## src/rtl/zverif_ctrl_resp_pkg.sv

```systemverilog
// zverif_ctrl_resp shared types: register offsets, FSM states, response codes
// and the control-window address decoder.
package zverif_ctrl_pkg;

    localparam logic [3:0] CTRL_TX_OFS   = 4'h0;
    localparam logic [3:0] CTRL_EXIT_OFS = 4'h4;
    localparam logic [3:0] CTRL_GPIO_OFS = 4'h8;

    localparam logic [1:0] BRESP_OKAY   = 2'b00;
    localparam logic [1:0] BRESP_DECERR = 2'b11;

    typedef enum logic [1:0] {
        ST_IDLE,
        ST_WDATA,
        ST_RESP
    } ctrl_state_t;

    typedef enum logic [1:0] {
        TGT_TX,
        TGT_EXIT,
        TGT_GPIO,
        TGT_NONE
    } ctrl_tgt_t;

    // Map a byte address to its register; anything outside the window is NONE.
    function automatic ctrl_tgt_t ctrl_decode(
        input logic [31:0] addr,
        input logic [31:0] base
    );
        ctrl_tgt_t t;
        t = TGT_NONE;
        if (addr[31:4] == base[31:4]) begin
            if (addr[3:2] == CTRL_TX_OFS[3:2])
                t = TGT_TX;
            else if (addr[3:2] == CTRL_EXIT_OFS[3:2])
                t = TGT_EXIT;
            else if (addr[3:2] == CTRL_GPIO_OFS[3:2])
                t = TGT_GPIO;
        end
        return t;
    endfunction

endpackage

```

## src/rtl/zverif_ctrl_resp_if.sv

```systemverilog
// zverif_ctrl_resp AXI4-Lite write channel bundle.
// master drives requests, slave drives readies and the response.
interface zverif_ctrl_resp_if;
    logic        s_awvalid;
    logic        s_awready;
    logic [31:0] s_awaddr;
    logic        s_wvalid;
    logic        s_wready;
    logic [31:0] s_wdata;
    logic        s_bvalid;
    logic        s_bready;
    logic [1:0]  s_bresp;

    modport master (
        output s_awvalid, s_awaddr, s_wvalid, s_wdata, s_bready,
        input  s_awready, s_wready, s_bvalid, s_bresp
    );

    modport slave (
        input  s_awvalid, s_awaddr, s_wvalid, s_wdata, s_bready,
        output s_awready, s_wready, s_bvalid, s_bresp
    );
endinterface

```

## src/rtl/zverif_ctrl_fifo.sv

```systemverilog
// zverif_ctrl_fifo: synchronous FIFO, power-of-two depth, no bypass.
// Head reads as zero while empty so tx_data is clean after reset.
module zverif_ctrl_fifo #(
    parameter int W     = 8,
    parameter int DEPTH = 4
) (
    input  logic         clk,
    input  logic         resetn,
    input  logic         push,
    input  logic [W-1:0] din,
    input  logic         pop,
    output logic         full,
    output logic         empty,
    output logic [W-1:0] dout
);
    localparam int AW = $clog2(DEPTH);
    localparam int CW = AW + 1;

    logic [W-1:0]  mem [DEPTH];
    logic [AW-1:0] wp;
    logic [AW-1:0] rp;
    logic [CW-1:0] cnt;
    logic          do_push;
    logic          do_pop;

    assign full    = (cnt == CW'(DEPTH));
    assign empty   = (cnt == '0);
    assign do_push = push && !full;
    assign do_pop  = pop && !empty;
    assign dout    = empty ? '0 : mem[rp];

    // Pointers wrap naturally; count tracks occupancy.
    always_ff @(posedge clk) begin
        if (!resetn) begin
            wp  <= '0;
            rp  <= '0;
            cnt <= '0;
        end else begin
            if (do_push)
                wp <= wp + 1'b1;
            if (do_pop)
                rp <= rp + 1'b1;
            cnt <= cnt + CW'(do_push) - CW'(do_pop);
        end
    end

    // Storage needs no reset; empty masks stale entries.
    always_ff @(posedge clk) begin
        if (do_push)
            mem[wp] <= din;
    end
endmodule

```

## src/rtl/zverif_ctrl_resp.sv

```systemverilog
// zverif_ctrl_resp: AXI4-Lite write-only control window (TX/EXIT/GPIO).
// ZVERIF_CTRL_DECERR_EN: non-hit/unmapped writes answer DECERR.
module zverif_ctrl_resp
    import zverif_ctrl_pkg::*;
#(
    parameter logic [31:0] BASE_ADDR  = 32'h0002_0000,
    parameter int          FIFO_DEPTH = 4
) (
    input  logic                clk,
    input  logic                resetn,
    zverif_ctrl_resp_if.slave   bus,
    output logic                tx_valid,
    input  logic                tx_ready,
    output logic [7:0]          tx_data,
    output logic                exit_valid,
    output logic [31:0]         exit_code,
    output logic [31:0]         gpio_out
);
    ctrl_state_t state;
    ctrl_state_t state_nx;
    ctrl_tgt_t   tgt_q;
    ctrl_tgt_t   dec;
    logic [1:0]  bresp_q;
    logic [1:0]  aw_resp;
    logic        aw_rdy;
    logic        w_rdy;
    logic        b_vld;
    logic        aw_hs;
    logic        w_hs;
    logic        full;
    logic        empty;

    assign dec = ctrl_decode(bus.s_awaddr, BASE_ADDR);

`ifdef ZVERIF_CTRL_DECERR_EN
    assign aw_resp = (dec == TGT_NONE) ? BRESP_DECERR : BRESP_OKAY;
`else
    assign aw_resp = BRESP_OKAY;
`endif

    assign aw_hs = bus.s_awvalid && aw_rdy;
    assign w_hs  = bus.s_wvalid && w_rdy;

    assign bus.s_awready = aw_rdy;
    assign bus.s_wready  = w_rdy;
    assign bus.s_bvalid  = b_vld;
    assign bus.s_bresp   = bresp_q;

    // State register.
    always_ff @(posedge clk) begin
        if (!resetn)
            state <= ST_IDLE;
        else
            state <= state_nx;
    end

    // Next state and channel readies; TX writes stall while the FIFO is full.
    always_comb begin
        state_nx = state;
        aw_rdy   = 1'b0;
        w_rdy    = 1'b0;
        b_vld    = 1'b0;
        unique case (state)
            ST_IDLE: begin
                aw_rdy = resetn;
                if (bus.s_awvalid)
                    state_nx = ST_WDATA;
            end
            ST_WDATA: begin
                w_rdy = !((tgt_q == TGT_TX) && full);
                if (bus.s_wvalid && w_rdy)
                    state_nx = ST_RESP;
            end
            ST_RESP: begin
                b_vld = 1'b1;
                if (bus.s_bready)
                    state_nx = ST_IDLE;
            end
            default: state_nx = ST_IDLE;
        endcase
    end

    // Capture target and response code at the address handshake.
    always_ff @(posedge clk) begin
        if (!resetn) begin
            tgt_q   <= TGT_NONE;
            bresp_q <= BRESP_OKAY;
        end else if (aw_hs) begin
            tgt_q   <= dec;
            bresp_q <= aw_resp;
        end
    end

    // Exit code is sticky on first write; GPIO takes every write.
    always_ff @(posedge clk) begin
        if (!resetn) begin
            exit_valid <= 1'b0;
            exit_code  <= '0;
            gpio_out   <= '0;
        end else if (w_hs) begin
            if (tgt_q == TGT_EXIT && !exit_valid) begin
                exit_valid <= 1'b1;
                exit_code  <= bus.s_wdata;
            end
            if (tgt_q == TGT_GPIO)
                gpio_out <= bus.s_wdata;
        end
    end

    assign tx_valid = !empty;

    zverif_ctrl_fifo #(
        .W     (8),
        .DEPTH (FIFO_DEPTH)
    ) u_fifo (
        .clk    (clk),
        .resetn (resetn),
        .push   (w_hs && (tgt_q == TGT_TX)),
        .din    (bus.s_wdata[7:0]),
        .pop    (tx_ready),
        .full   (full),
        .empty  (empty),
        .dout   (tx_data)
    );
endmodule
```

## src/flat_wrapper.sv

```systemverilog
// flat-port wrapper written by rule: the top's interface ports become plain ports
module zverif_ctrl_resp_flat import zverif_ctrl_pkg::*;
#(
    parameter logic [31:0] BASE_ADDR  = 32'h0002_0000,
    parameter int          FIFO_DEPTH = 4
)
  (clk, resetn, tx_valid, tx_ready, tx_data, exit_valid, exit_code, gpio_out, bus_s_awvalid, bus_s_awaddr, bus_s_wvalid, bus_s_wdata, bus_s_bready, bus_s_awready, bus_s_wready, bus_s_bvalid, bus_s_bresp);
  zverif_ctrl_resp_if bus_i ();
  input  logic clk;
  input  logic resetn;
  output logic tx_valid;
  input  logic tx_ready;
  output logic [7:0] tx_data;
  output logic exit_valid;
  output logic [31:0] exit_code;
  output logic [31:0] gpio_out;
  input wire logic [$bits(bus_i.s_awvalid)-1:0] bus_s_awvalid;
  input wire logic [$bits(bus_i.s_awaddr)-1:0] bus_s_awaddr;
  input wire logic [$bits(bus_i.s_wvalid)-1:0] bus_s_wvalid;
  input wire logic [$bits(bus_i.s_wdata)-1:0] bus_s_wdata;
  input wire logic [$bits(bus_i.s_bready)-1:0] bus_s_bready;
  output wire logic [$bits(bus_i.s_awready)-1:0] bus_s_awready;
  output wire logic [$bits(bus_i.s_wready)-1:0] bus_s_wready;
  output wire logic [$bits(bus_i.s_bvalid)-1:0] bus_s_bvalid;
  output wire logic [$bits(bus_i.s_bresp)-1:0] bus_s_bresp;
  assign bus_i.s_awvalid = bus_s_awvalid;
  assign bus_i.s_awaddr = bus_s_awaddr;
  assign bus_i.s_wvalid = bus_s_wvalid;
  assign bus_i.s_wdata = bus_s_wdata;
  assign bus_i.s_bready = bus_s_bready;
  assign bus_s_awready = bus_i.s_awready;
  assign bus_s_wready = bus_i.s_wready;
  assign bus_s_bvalid = bus_i.s_bvalid;
  assign bus_s_bresp = bus_i.s_bresp;
  zverif_ctrl_resp #(.BASE_ADDR(BASE_ADDR), .FIFO_DEPTH(FIFO_DEPTH)) u_core (.clk(clk), .resetn(resetn), .bus(bus_i), .tx_valid(tx_valid), .tx_ready(tx_ready), .tx_data(tx_data), .exit_valid(exit_valid), .exit_code(exit_code), .gpio_out(gpio_out));
endmodule
```

## config.mk

```make
export PLATFORM = sky130hd
export DESIGN_NAME = zverif_ctrl_resp_flat
export DESIGN_NICKNAME = d
export VERILOG_FILES = /design/src/rtl/zverif_ctrl_resp_pkg.sv /design/src/rtl/zverif_ctrl_resp_if.sv /design/src/rtl/zverif_ctrl_fifo.sv /design/src/rtl/zverif_ctrl_resp.sv /design/src/flat_wrapper.sv
export SDC_FILE = /design/constraint.sdc
export NUM_CORES = 1
export LEC_CHECK = 0
export BUFFER_PORTS_ARGS = -buffer_cell sky130_fd_sc_hd__buf_2
export CAP_MARGIN = 5
export CELL_PAD_IN_SITES_DETAIL_PLACEMENT = 1
export CELL_PAD_IN_SITES_GLOBAL_PLACEMENT = 2
export CORE_ASPECT_RATIO = 0.9
export CORE_MARGIN = 2
export CORE_UTILIZATION = 34
export CTS_BUF_LIST = sky130_fd_sc_hd__clkbuf_2
export CTS_CLUSTER_DIAMETER = 40
export CTS_CLUSTER_SIZE = 16
export DETAILED_ROUTE_END_ITERATION = 12
export PLACE_DENSITY_LB_ADDON = 0.1
export SYNTH_ARGS = -nofsm -noshare
export SYNTH_HDL_FRONTEND = slang
export SYNTH_SLANG_ARGS = --single-unit
```

## constraint.sdc

```tcl
create_clock -name clk -period 4.35 [get_ports clk]
set_input_delay 0.2175 -clock clk [delete_from_list [all_inputs] [get_ports clk]]
set_output_delay 0.2175 -clock clk [all_outputs]
set_load 0.02 [all_outputs]
```

* Yosys cells after proc, flatten, opt, wreduce, memory -nomap -nowiden
Memories as Yosys holds them, arrays and structs flattened. A register that Yosys moved wholly into a read port is not among the register bits.
Index checks and enable logic that the tools add are counted.
** Word-level totals
- Register bits after elaboration :: 76
- RAM bits :: 32
- Bits of input ports :: 70
- Output and inout bits :: 79
- Word-level logic and storage cells :: 59
- Memories :: 1
** Memories
- u_core.u_fifo.mem :: depth 4, width 8, read ports 1, clocked after memory_dff 1, write ports 1, line zverif_ctrl_fifo.sv:19 : logic [W-1:0] mem [DEPTH];
** Cells by class
- Add/sub/neg operators :: 4
- Equality and inequality tests :: 11
- Multiplexer cells :: 16
- Reduce and logical (&&, ||, !) cells :: 19
** Operators with widths (number)
- $eq A28 B14 Y1 const B :: 1
- $mux W2 :: 8
- $logic_and A1 B1 Y1 :: 8
- $mux W8 :: 1
- $eq A2 B1 Y1 const B :: 3
- $eq A2 B2 Y1 const B :: 3
- $logic_not A2 Y1 :: 3
- $mux W1 :: 6
- $pmux W2 S3 :: 1
- $add A2 B1 Y2 const B :: 2
- $logic_not A1 Y1 :: 4
- $ne A2 B2 Y1 const B :: 2
- $reduce_and A2 Y1 :: 2
- $add A3 B1 Y3 :: 1
- $eq A3 B3 Y1 const B :: 1
- $logic_not A3 Y1 :: 1
- $reduce_and A3 Y1 :: 1
- $sub A3 B1 Y3 :: 1
- $ne A2 B1 Y1 const B :: 1

* Logic depth before layout (Yosys ltp)
Gate-level depths: netlist of the first run.
- Depth after elaboration :: 9
- Mapped depth :: 11
- Gate-level depth less buffers :: 11

* By module
Synthesis of the first run repeated with hierarchy kept, for this count alone.
** Unflattened totals
- Cell total of the unflattened synthesis :: 427
- Area, all modules :: 4515.6 sq um
** By module, submodules not included
- zverif_ctrl_resp :: instances 1, cells an instance 325, area each 2743.9 sq um, sequential area each 1381.3 sq um
- zverif_ctrl_fifo :: instances 1, cells an instance 102, area each 1771.7 sq um, sequential area each 1141.1 sq um

* Least setup slack after synthesis of the first run
No wires, ideal clock.
- Path type :: register to register
- From :: register u_core.state[1]
- To :: register u_core.u_fifo.cnt[2]
- Library setup time :: 115 ps
- Arrival time :: 2292 ps
- Data required time :: 4235 ps
- Slack :: 1943 ps
- Cell stages (with the launch flop) :: 12
- Buffers on the path :: 0
- Period minus slack after synthesis :: 2407 ps
- Path through :: dfxtp_1 nand3b_1 nor4b_4 inv_1 ha_1 inv_1 ha_1 inv_1 fa_1 xnor2_1 xnor2_1 and2_1
** Between the ends
- Cells in the longest elaborated chain, start to end :: 7
** Ends and longest elaborated chain
- start, declared :: line zverif_ctrl_resp.sv:19 : ctrl_state_t state;
- start signal, assigned :: line zverif_ctrl_resp.sv:54 : state <= state_nx;
- $eq A2 B1 Y1 :: line zverif_ctrl_resp.sv:63 : unique case (state)
- $mux W1 :: line zverif_ctrl_resp.sv:63
- $logic_and A1 B1 Y1 :: line zverif_ctrl_resp.sv:42 : assign w_hs = bus.s_wvalid && w_rdy;
- $logic_and A1 B1 Y1 :: line zverif_ctrl_resp.sv:118 : .push (w_hs && (tgt_q == TGT_TX)),
- $logic_and A1 B1 Y1 :: line zverif_ctrl_fifo.sv:28 : assign do_push = push && !full;
- $add A3 B1 Y3 :: line zverif_ctrl_fifo.sv:43 : cnt <= cnt + CW'(do_push) - CW'(do_pop);
- $sub A3 B1 Y3 :: line zverif_ctrl_fifo.sv:43
- end signal, assigned :: line zverif_ctrl_fifo.sv:43
- end, declared :: line zverif_ctrl_fifo.sv:22 : logic [CW-1:0] cnt;
No other way between the ends.
A chain may end at the register's enable or synchronous reset.

* Worst setup path after layout of the first run
Ends and elaborated chain as after synthesis.

==> results of run 1 <==
-- layout by cell type, fill, tap and decap left out, types with 5 or more instances in the layout --
cell	n
a21boi_0	28
a21boi_1	37
and2_1	17
buf_2	144
buf_4	5
clkbuf_2	9
dfxtp_1	78
dlygate4sd3_1	43
edfxtp_1	32
ha_1	6
inv_1	7
mux4_2	8
nand2_1	129
nor2_1	5
nor2b_1	5
nor4_1	6
xnor2_1	5
-- metal layers --
metal | wire [µm] | up-vias | global-route usage (%)
li1 | - | 1745 | -
met1 | 4999 | 1689 | 20.82
met2 | 5961 | 79 | 31.58
met3 | 674 | 10 | 5.864
met4 | 157 | 0 | 5.152
met5 | 0 | - | 0
-- worst max-delay path, delay by kind of cell (launching register included) --
family | cells | cell delay (ns)
and+or+nand+nor | 3 | 0.99
adders and majority gates | 3 | 0.81
DFF | 1 | 0.43
xor gates and xnor gates | 2 | 0.27
buffers and inverters | 3 | 0.21
-- timing repair --
action / 4_1_cts / 5_1_grt
resized for setup: 0 / 0
hold endpoints to repair: 104 / 0
hold buffers: 43 / 0
buffers inserted: 0 / 0
endpoints found under the setup margin: 0 / 0
-- synth_stat cells (2+ instances only) --
master / n
nand2_1: 129
dfxtp_1: 78
a21boi_1: 37
edfxtp_1: 32
a21boi_0: 28
and2_1: 17
clkbuf_1: 15
buf_2: 10
mux4_2: 8
inv_1: 7
ha_1: 6
nor4_1: 6
nor2_1: 5
nor2b_1: 5
xnor2_1: 5
a32oi_1: 2
buf_4: 2
nand3_1: 2
nor3b_1: 2
o21a_1: 2
or3_1: 2
or4_1: 2
-- worst paths after layout --
kind,cells after the start,from,end
worst max-delay path,11,u_core.state[1]$_SDFFE_PN0P_,u_core.u_fifo.cnt[2]$_SDFF_PN0_
worst min-delay path,2,resetn,u_core.exit_valid$_SDFFE_PN0P_
worst max register to register,11,u_core.state[1]$_SDFFE_PN0P_,u_core.u_fifo.cnt[2]$_SDFF_PN0_
worst min register to register,2,u_core.gpio_out[26]$_SDFFE_PN0P_,u_core.gpio_out[26]$_SDFFE_PN0P_
-- layout make-up --
cell class / count / area, µm² / area share [%]
inverter: 8 / 30.03 / 0.5193
multi-input combinational: 271 / 1694 / 29.29
clock inverter: 7 / 97.59 / 1.688
timing repair buffer: 192 / 1189 / 20.55
sequential: 110 / 2522 / 43.62
tap: 164 / 205.2 / 3.548
clock buffer: 9 / 45.04 / 0.7789
-- cells by family after synthesis --
logic type,Yosys count
muxes,9
DFF,110
other,1
and+or+nand+nor,178
AOI/OAI and AO/OA,70
buffers and inverters,35
xor gates and xnor gates,5
adders and majority gates,7
-- metrics by stage --
step	area [µm²]	total power [mW]	hold slack (ns)	std cells	setup slack (ns)
2_1_floorplan	4353	1.106	0.3164	416	1.943
3_3_place_gp	5210	1.151	0.4379	702	1.655
3_5_place_dp	5210	1.153	0.4451	702	1.623
4_1_cts	5783	1.729	0.07714	761	1.585
5_1_grt	5783	1.776	0.08093	761	1.385
6_report	5783	1.699	0.1497	761	1.616
-- registers in the layout, indices dropped and copies added (netlist names), named ones only --
register,count
u_core.u_fifo.wp,2
u_core.state,2
u_core.u_fifo.cnt,3
u_core.u_fifo.rp,2
u_core.tgt_q,2
u_core.exit_code,32
u_core.exit_valid,1
u_core.u_fifo.mem,32
u_core.gpio_out,32
-- report_power, final --
part           switching [mW]  leakage, nW  total, mW  internal (mW)
Clock                   0.344       0.0801      0.537          0.192
Combinational          0.0431         1.35      0.102         0.0592
Sequential            0.00165        0.916       1.06           1.06
==> impl_metrics.ini, run 1 <==
[clock_network]
cts_tree = done
cts_buffers = 9
ctsHtreeMaxLevel = 3
clock-sinks = 110
ctsRootBufferMaster = clkbuf_2
insertion_delay_ns = 0.60
path_clk_slew_ns = 0.31
clockBufferDepth = 2

[detailed_routing]
drt_iter0_drc = 148
via_count = 3523
ant_nets = 0
via_per_inst = 4.629
wl_per_cell_um = 15.50
wl_um = 11790
drt-pass1-iter-count = 4
drc = 0

[critical_path]
crit_path_start_kind = register
crit_path_end_kind = register
worst_path_max_delay_cell = nor4b_4
crit_fanout = 7
critical_path_arrival_ns = 3.29
r2r_slack_ns = 1.62
crit_path_frequent_cell = inv_1
criticalPathCategory = register to register
cp_cell_sequence = nand3b_1 > nor4b_4 > inv_1 > ha_1 > inv_1 > ha_1 > inv_1 > fa_1 > xnor2_1 > xnor2_1 > and2_1
cp_slowest_stage_delay_ns = 0.48
crit_required_ns = 4.91

[floorplanning]
rows = 39
die-area_mm2 = 0.01371
start_util_pct = 34.55
core_mm2 = 0.01259
fp.dieW_um = 123.2
die-height_um = 111.3
io_pins = 149

[logic_synthesis]
synth_simple_gate_area_share_pct = 18.73
synthArstFlopShare_pct = 0
synthMuxAreaShare_pct = 4.373
yosysTopAreaCell = dfxtp_1
netlist_area_mm2 = 0.004349
ys_seq_area_share_pct = 58.00
synth-edff-count = 32
ys.flop_type = dfxtp_1
yosys-top-cells-area = dfxtp_1, edfxtp_1, nand2_1
synthXorXnorAreaFrac_pct = 1.007
synth_seq_cells = 110
synth_compound_area_share_pct = 12.14
ys_warn_count = 0
syn_area_per_cell_um2 = 10.48
syn_inst = 415
synth_top_family_by_area = simple AND/OR/NAND/NOR gates
synth_cell_type_count = 35
yosys.area.top_type_share_pct = 35.90
yosys.area_share.adder_pct = 2.186

[timing]
period_needed_ns = 2.734
fmax_mhz = 365.7
finalSetupViolations = 0
hold_viol = 0
tightest_slew_ns = 1.030
period_share_pct = 62.86
fin_skew_ns = 0.03591
rsz0062_at_grt = false
slew_headroom_pct = 30.85
slew_viol_final = 0
tns_ns = 0

[min_path]
hp-class = input pin to register

[placed_design]
gp_congestion = 0.7052
port_buffers = 144
dp_hpwl_um = 7942

[layout]
final_core_utilization_pct = 45.94
syn_to_final_growth_pct = 32.97
antennaDiodeCount = 0
fill_cells = 1456
fin_nets = 669
final_layout_size_suffix_gt1_share_pct = 29.65

[outcome]
status = completed

[job]
max_cap_violations = 0

[global_route]
grt_start_max_net_pins = 41
grt_usage_pct = 18.05
first_global_vias = 3751
grt_overflow_total = 0
antenna_found_initial = 0
grt_pass1_wl_um = 19180

[power_and_ir_drop]
power_density_mw_per_mm2 = 293.7
vdd_drop_max_v = 0.0003019
leakage_nw = 2.344
Note: power is estimated with default switching activity, not from simulation.
==> run 2: changes to the inputs <==
--- a/config.mk
+++ b/config.mk
@@ -11,7 +11,7 @@
 export CELL_PAD_IN_SITES_GLOBAL_PLACEMENT = 2
 export CORE_ASPECT_RATIO = 0.9
 export CORE_MARGIN = 2
-export CORE_UTILIZATION = 34
+export CORE_UTILIZATION = 31
 export CTS_BUF_LIST = sky130_fd_sc_hd__clkbuf_2
 export CTS_CLUSTER_DIAMETER = 40
 export CTS_CLUSTER_SIZE = 16
==> constraint.sdc (replaced) <==
create_clock -name clk -period 2.7 [get_ports clk]
set_input_delay 0.135 -clock clk [delete_from_list [all_inputs] [get_ports clk]]
set_output_delay 0.135 -clock clk [all_outputs]
set_load 0.02 [all_outputs]
==> impl_metrics.ini, run 2 (same netlist as run 1, synthesis figures left out) <==
[placed_design]
port_buffers = 144
gp_congestion = 0.7351
dp_hpwl_um = 7753
dpl.cell_count = 714

[floorplanning]
die-area_mm2 = 0.01499
rows = 41
core_mm2 = 0.01385
fp.dieW_um = 128.9
start_util_pct = 31.40
die-height_um = 116.4
io_pins = 149

[layout]
final_cell_count_no_fill = 774
syn_to_final_growth_pct = 34.15
final_common_cell = buf_2
antennaDiodeCount = 0
reg_top3 = u_core.exit_code (32), u_core.gpio_out (32), u_core.u_fifo.mem (32)
fin_nets = 674
most-common-layout-cells = buf_2, nand2_1, dfxtp_1, dlygate4sd3_1, a21boi_1
final_layout_size_suffix_gt1_share_pct = 30.23

[detailed_routing]
via_per_inst = 4.578
ant_nets = 0
drt-pass1-iter-count = 4
wl_um = 11770
via_count = 3543
drt_iter0_drc = 141
wl_per_cell_um = 15.20
drc = 0

[timing]
slew_headroom_pct = 53.69
fin_skew_ns = 0.01554
slew_viol_final = 0
period_share_pct = 90.31
rsz0062_at_grt = false
tns_ns = 0
tightest_slew_ns = 0.6946
period_needed_ns = 2.438
fmax_mhz = 410.1
finalSetupViolations = 0
hold_viol = 0

[global_route]
met1_usage_pct = 19.55
use_met2_pct = 28.89
grt_usage_pct = 16.68
grt_start_max_net_pins = 78
grt.busiest_layer = met2
grt_overflow_total = 0
first_global_vias = 3731
antenna_found_initial = 0
gr-usage-met3_pct = 6.184
grt_pass1_wl_um = 19200

[clock_network]
post-cts-setup-buffers = 0
ctsRootBufferMaster = clkbuf_2
insertion_delay_ns = 0.60
path_clk_slew_ns = 0.29
clock-sinks = 110
ctsHtreeMaxLevel = 3
cts_buffers = 9
cts_resized = 0
clockBufferDepth = 2
cts_tree = done

[critical_path]
cp_slowest_stage_delay_ns = 0.49
crit_path_start_kind = register
worst_path_max_delay_cell = or3b_2
criticalPathCategory = register to register
critical_path_arrival_ns = 2.99
cp_cell_sequence = or3b_2 > nor4b_4 > inv_1 > ha_1 > inv_1 > ha_1 > inv_1 > fa_1 > xnor2_1 > xnor2_1 > and2_1
crit_fanout = 3
crit_required_ns = 3.25
crit_path_end_kind = register
cp_top_family = simple AND/OR/NAND/NOR gates
crit_path_frequent_cell = inv_1
crit_buf_inv = 3

[min_path]
hp-class = input pin to register

[power_and_ir_drop]
vdd_drop_max_v = 0.0002497
power_density_mw_per_mm2 = 468.3
leakage_nw = 2.370

[outcome]
status = completed

[job]
max_cap_violations = 0
-- run 2: cell types whose count changed in the layout (fill, tap and decap cells not counted), sizes merged --
cell,previous run,this run
inv,9,8
clkinv,3,4
dlygate4sd3,43,44
buf,149,153
-- run 2: worst paths after layout --
path,cells past startpoint,end,from,slack (ns)
min reg2reg,2,u_core.gpio_out[2]$_SDFFE_PN0P_,u_core.gpio_out[2]$_SDFFE_PN0P_,0.47
max,11,u_core.u_fifo.cnt[2]$_SDFF_PN0_,u_core.u_fifo.cnt[2]$_SDFF_PN0_,0.26
max reg2reg,11,u_core.u_fifo.cnt[2]$_SDFF_PN0_,u_core.u_fifo.cnt[2]$_SDFF_PN0_,0.26
min,4,u_core.exit_code[28]$_SDFFE_PN0P_,bus_s_wdata[28],0.28
-- run 2: cell type report --
cell class              count  area (µm²)
inverters                   8       30.03
well taps                 172       215.2
fillers                  1619        8016
multi-input cells         271        1694
clock buffers               9       45.04
clock inverters             7       98.84
repair buffers            197        1229
flip-flops and latches    110        2522
-- run 2: through the flow --
stage | hold WS (ns) | utilization, % | setup slack (ns) | instance area (µm²) | power (mW)
2_1_floorplan | 0.2339 | - | 0.2932 | 4353 | 1.783
3_3_place_gp | 0.3891 | 37.90 | 0.3120 | 5250 | 1.857
3_5_place_dp | 0.3948 | 37.90 | 0.2746 | 5250 | 1.859
4_1_cts | 0.1869 | 42.12 | 0.1728 | 5834 | 2.794
5_1_grt | 0.1877 | 42.12 | 0.06156 | 5834 | 2.877
6_report | 0.2842 | 42.12 | 0.2617 | 5834 | 2.732
-- run 2: layer usage --
metal	vias to the layer above	part of all wire [%]
met1	1704	44
met4	0	1.5
met3	10	5.9
met2	79	49
li1	1750	-
met5	-	0
-- run 2: worst min-delay path, delay by kind of cell --
family                 cells  cell delay [ns]
buffers and inverters      2             0.65
AND/OR/NAND/NOR            1             0.05
AO/OA/AOI/OAI              1             0.05
-- run 2: power by group --
part / total [mW] / leakage, nW / internal, mW / switching, mW
Combinational: 0.168 / 1.37 / 0.0984 / 0.0693
Clock: 0.858 / 0.0821 / 0.309 / 0.548
Sequential: 1.71 / 0.916 / 1.70 / 0.00253
Total: 2.73 / 2.37 / 2.11 / 0.620
-- run 2: timing repair --
item	4_1_cts	5_1_grt
setup endpoints to repair	0	0
hold endpoints to repair	104	0
hold buffers	44	0
==> run 3: changes to the inputs <==
--- a/config.mk
+++ b/config.mk
@@ -5,13 +5,14 @@
 export SDC_FILE = /design/constraint.sdc
 export NUM_CORES = 1
 export LEC_CHECK = 0
+export ABC_AREA = 1
 export BUFFER_PORTS_ARGS = -buffer_cell sky130_fd_sc_hd__buf_2
 export CAP_MARGIN = 5
 export CELL_PAD_IN_SITES_DETAIL_PLACEMENT = 1
 export CELL_PAD_IN_SITES_GLOBAL_PLACEMENT = 2
 export CORE_ASPECT_RATIO = 0.9
 export CORE_MARGIN = 2
-export CORE_UTILIZATION = 31
+export CORE_UTILIZATION = 29
 export CTS_BUF_LIST = sky130_fd_sc_hd__clkbuf_2
 export CTS_CLUSTER_DIAMETER = 40
 export CTS_CLUSTER_SIZE = 16
==> impl_metrics.ini, run 3 <==
[global_route]
first_global_vias = 4702
grt_start_max_net_pins = 63
grt_pass1_wl_um = 22540
grt_overflow_total = 0
grt_usage_pct = 15.98
antenna_found_initial = 0

[layout]
final_common_cell = nor2_1
seqCellArea_mm2 = 0.002524
fin_nets = 884
multiInputGateArea_mm2 = 0.001694
final_layout_size_suffix_gt1_share_pct = 21.55
most-common-layout-cells = nor2_1, nand2_1, buf_2, inv_1, dfxtp_1
reg_top3 = u_core.exit_code (32), u_core.gpio_out (32), u_core.u_fifo.mem (32)
syn_to_final_growth_pct = 31.10
antennaDiodeCount = 0
fill_cells = 2024
stdcell_area_mm2 = 0.006166

[logic_synthesis]
synthArstFlopShare_pct = 0
syn_inst = 627
yosys.area_share.adder_pct = 2.022
ys.flop_type = dfxtp_1
ys_warn_count = 0
synthXorXnorAreaFrac_pct = 0.3724
synth_simple_gate_area_share_pct = 29.26
yosysMostFrequentCell = nor2_1
synth_cell_type_count = 28
synth_top_family_by_area = simple AND/OR/NAND/NOR gates
syn_area_per_cell_um2 = 7.501
synthMuxAreaShare_pct = 0
synth-edff-count = 32
netlist_area_mm2 = 0.004703
yosys-top-cells-area = dfxtp_1, edfxtp_1, nor2_1
synth_compound_area_share_pct = 4.203
synth_seq_cells = 110
yosysTopAreaCell = dfxtp_1
yosys.area.top_type_share_pct = 33.20
synthTopCellsByCount = nor2_1, nand2_1, inv_1, dfxtp_1, edfxtp_1
ys_seq_area_share_pct = 53.63

[clock_network]
insertion_delay_ns = 0.63
cts_buffers = 9
clock-sinks = 110
cts_tree = done
path_clk_slew_ns = 0.31
ctsRootBufferMaster = clkbuf_2
ctsHtreeMaxLevel = 3
clockBufferDepth = 2

[detailed_routing]
wl_per_cell_um = 12.94
drt_iter0_drc = 161
ant_nets = 0
drc = 0
drt-pass1-iter-count = 4
via_per_inst = 4.280
via_count = 4361
wl_um = 13180

[placed_design]
placed_cell_area_mm2 = 0.005599
dp_hpwl_um = 9073
gp_congestion = 0.7431
place_ws_ns = 0.4659
port_buffers = 144

[critical_path]
crit_path_end_kind = register
critical_path_arrival_ns = 2.96
crit_path_start_kind = input pin
crit_path_frequent_cell = dlygate4sd3_1
reg2regPathDepth = 11
cp_slowest_stage_delay_ns = 0.55
cp_cell_sequence = dlygate4sd3_1 > buf_2 > inv_1 > nor3_1 > nand2_1 > nor2_1 > dlygate4sd3_1 > a21boi_0 > dlygate4sd3_1
crit_fanout = 19
criticalPathCategory = input pin to register
r2r_slack_ns = 0.46
worstSetupEndpoint = u_core.tgt_q[1]$_SDFFE_PN1P_
worst_path_max_delay_cell = dlygate4sd3_1
reg2reg_from = u_core.state[0]$_SDFFE_PN0P_
r2r-end = u_core.u_fifo.cnt[2]$_SDFF_PN0_
crit_required_ns = 3.23
cp-startpoint = resetn

[power_and_ir_drop]
leakage_nw = 3.245
p_int_mw = 2.231
combPwrFrac_pct = 20.8
clock_power_share_pct = 24.6
sequentialPowerShare_pct = 54.6
vdd_drop_max_v = 0.0003281
power_density_mw_per_mm2 = 539.2
p_total_mw = 3.324
swShare_pct = 32.89
p_switching_mw = 1.094

[timing]
fmax_mhz = 412.3
slew_headroom_pct = 53.59
tightest_slew_ns = 0.6962
rsz0062_at_grt = false
fin_ws_ns = 0.2745
finalSetupViolations = 0
period_share_pct = 89.83
period_needed_ns = 2.426
hold_viol = 0
slew_viol_final = 0
hold_ws_ns = 0.2685
fin_skew_ns = 0.04225
tns_ns = 0

[floorplanning]
start_util_pct = 29.36
die-area_mm2 = 0.01725
rows = 44
die-height_um = 124.8
core_mm2 = 0.01602
io_pins = 149
fp.dieW_um = 138.2

[job]
max_cap_violations = 0

[outcome]
status = completed

[min_path]
hp-class = input pin to register
run 3: changes by cell type after synthesis, sizes merged, moves of 15 or more:
cell and change:
nand2 +20, o21ai +20, nor2 +191, and2 -16, inv +80, a21oi +15, a21boi -63
run 3: through the flow:
| step | util (%) | std cells |
|---|---|---|
| after global placement | 34.95 | 959 |
| after CTS | 38.48 | 1019 |
| after global routing | 38.49 | 1019 |
| after floorplan | - | 628 |
| after detailed placement | 34.95 | 959 |
| final | 38.49 | 1019 |
run 3: power by group through the flow:
stage | logic [mW] | clock network [mW] | registers (mW)
2_1_floorplan | 0.433 | 0 | 1.80
3_3_place_gp | 0.633 | 0 | 1.84
3_5_place_dp | 0.656 | 0 | 1.85
4_1_cts | 0.704 | 0.857 | 1.82
5_1_grt | 0.791 | 0.920 | 1.83
6_report | 0.693 | 0.817 | 1.82
run 3: how the worst min path moves through the flow:
| stage | start | endpoint | slack [ns] | depth (start not counted) |
|---|---|---|---|---|
| finish | bus_s_wdata[23] | u_core.exit_code[23]$_SDFFE_PN0P_ | 0.27 | 4 |
| global route | bus_s_wdata[21] | u_core.exit_code[21]$_SDFFE_PN0P_ | 0.18 | 4 |
| CTS | bus_s_wdata[21] | u_core.exit_code[21]$_SDFFE_PN0P_ | 0.18 | 4 |
| detailed placement | bus_s_wdata[13] | u_core.exit_code[13]$_SDFFE_PN0P_ | 0.38 | 3 |
| global placement | bus_s_wdata[11] | u_core.exit_code[11]$_SDFFE_PN0P_ | 0.37 | 3 |
| floorplan | bus_s_wdata[0] | u_core.u_fifo.mem[0][0]$_DFFE_PP_ | 0.23 | 0 |
run 3: area by class of cell:
cell class | count | area share [%]
Sequential cell | 110 | 40.93
Multi-Input combinational cell | 402 | 27.48
Timing Repair Buffer | 196 | 20.01
Inverter | 88 | 5.357
Tap cell | 207 | 4.200
Clock inverter | 7 | 1.299
Clock buffer | 9 | 0.7305
run 3: routing by layer:
layer	GRT usage, %	part of all wire, %
met1	17.97	43
met2	29.32	50
met3	5.113	5.7
met4	3.782	0.95
met5	0	0
run 3: timing repair:
item                                   4_1_cts  5_1_grt
setup endpoints to repair                    0        3
resized for setup                            0        1
setup buffers                                0        0
hold buffers                                44        0
endpoints found under the hold margin      109        0
run 3: logic make-up after synthesis:
logic type | Yosys count
and+or+nand+nor | 353
buffers and inverters | 116
DFF | 110
AOI/OAI and AO/OA | 38
adders and majority gates | 7
xor gates and xnor gates | 2
other | 1
run 3: worst max-delay path, delay by kind of cell:
family          cells  cell delay, ns
compound gates      1            0.07
buf+inv             5            2.21
simple gates        3            0.53
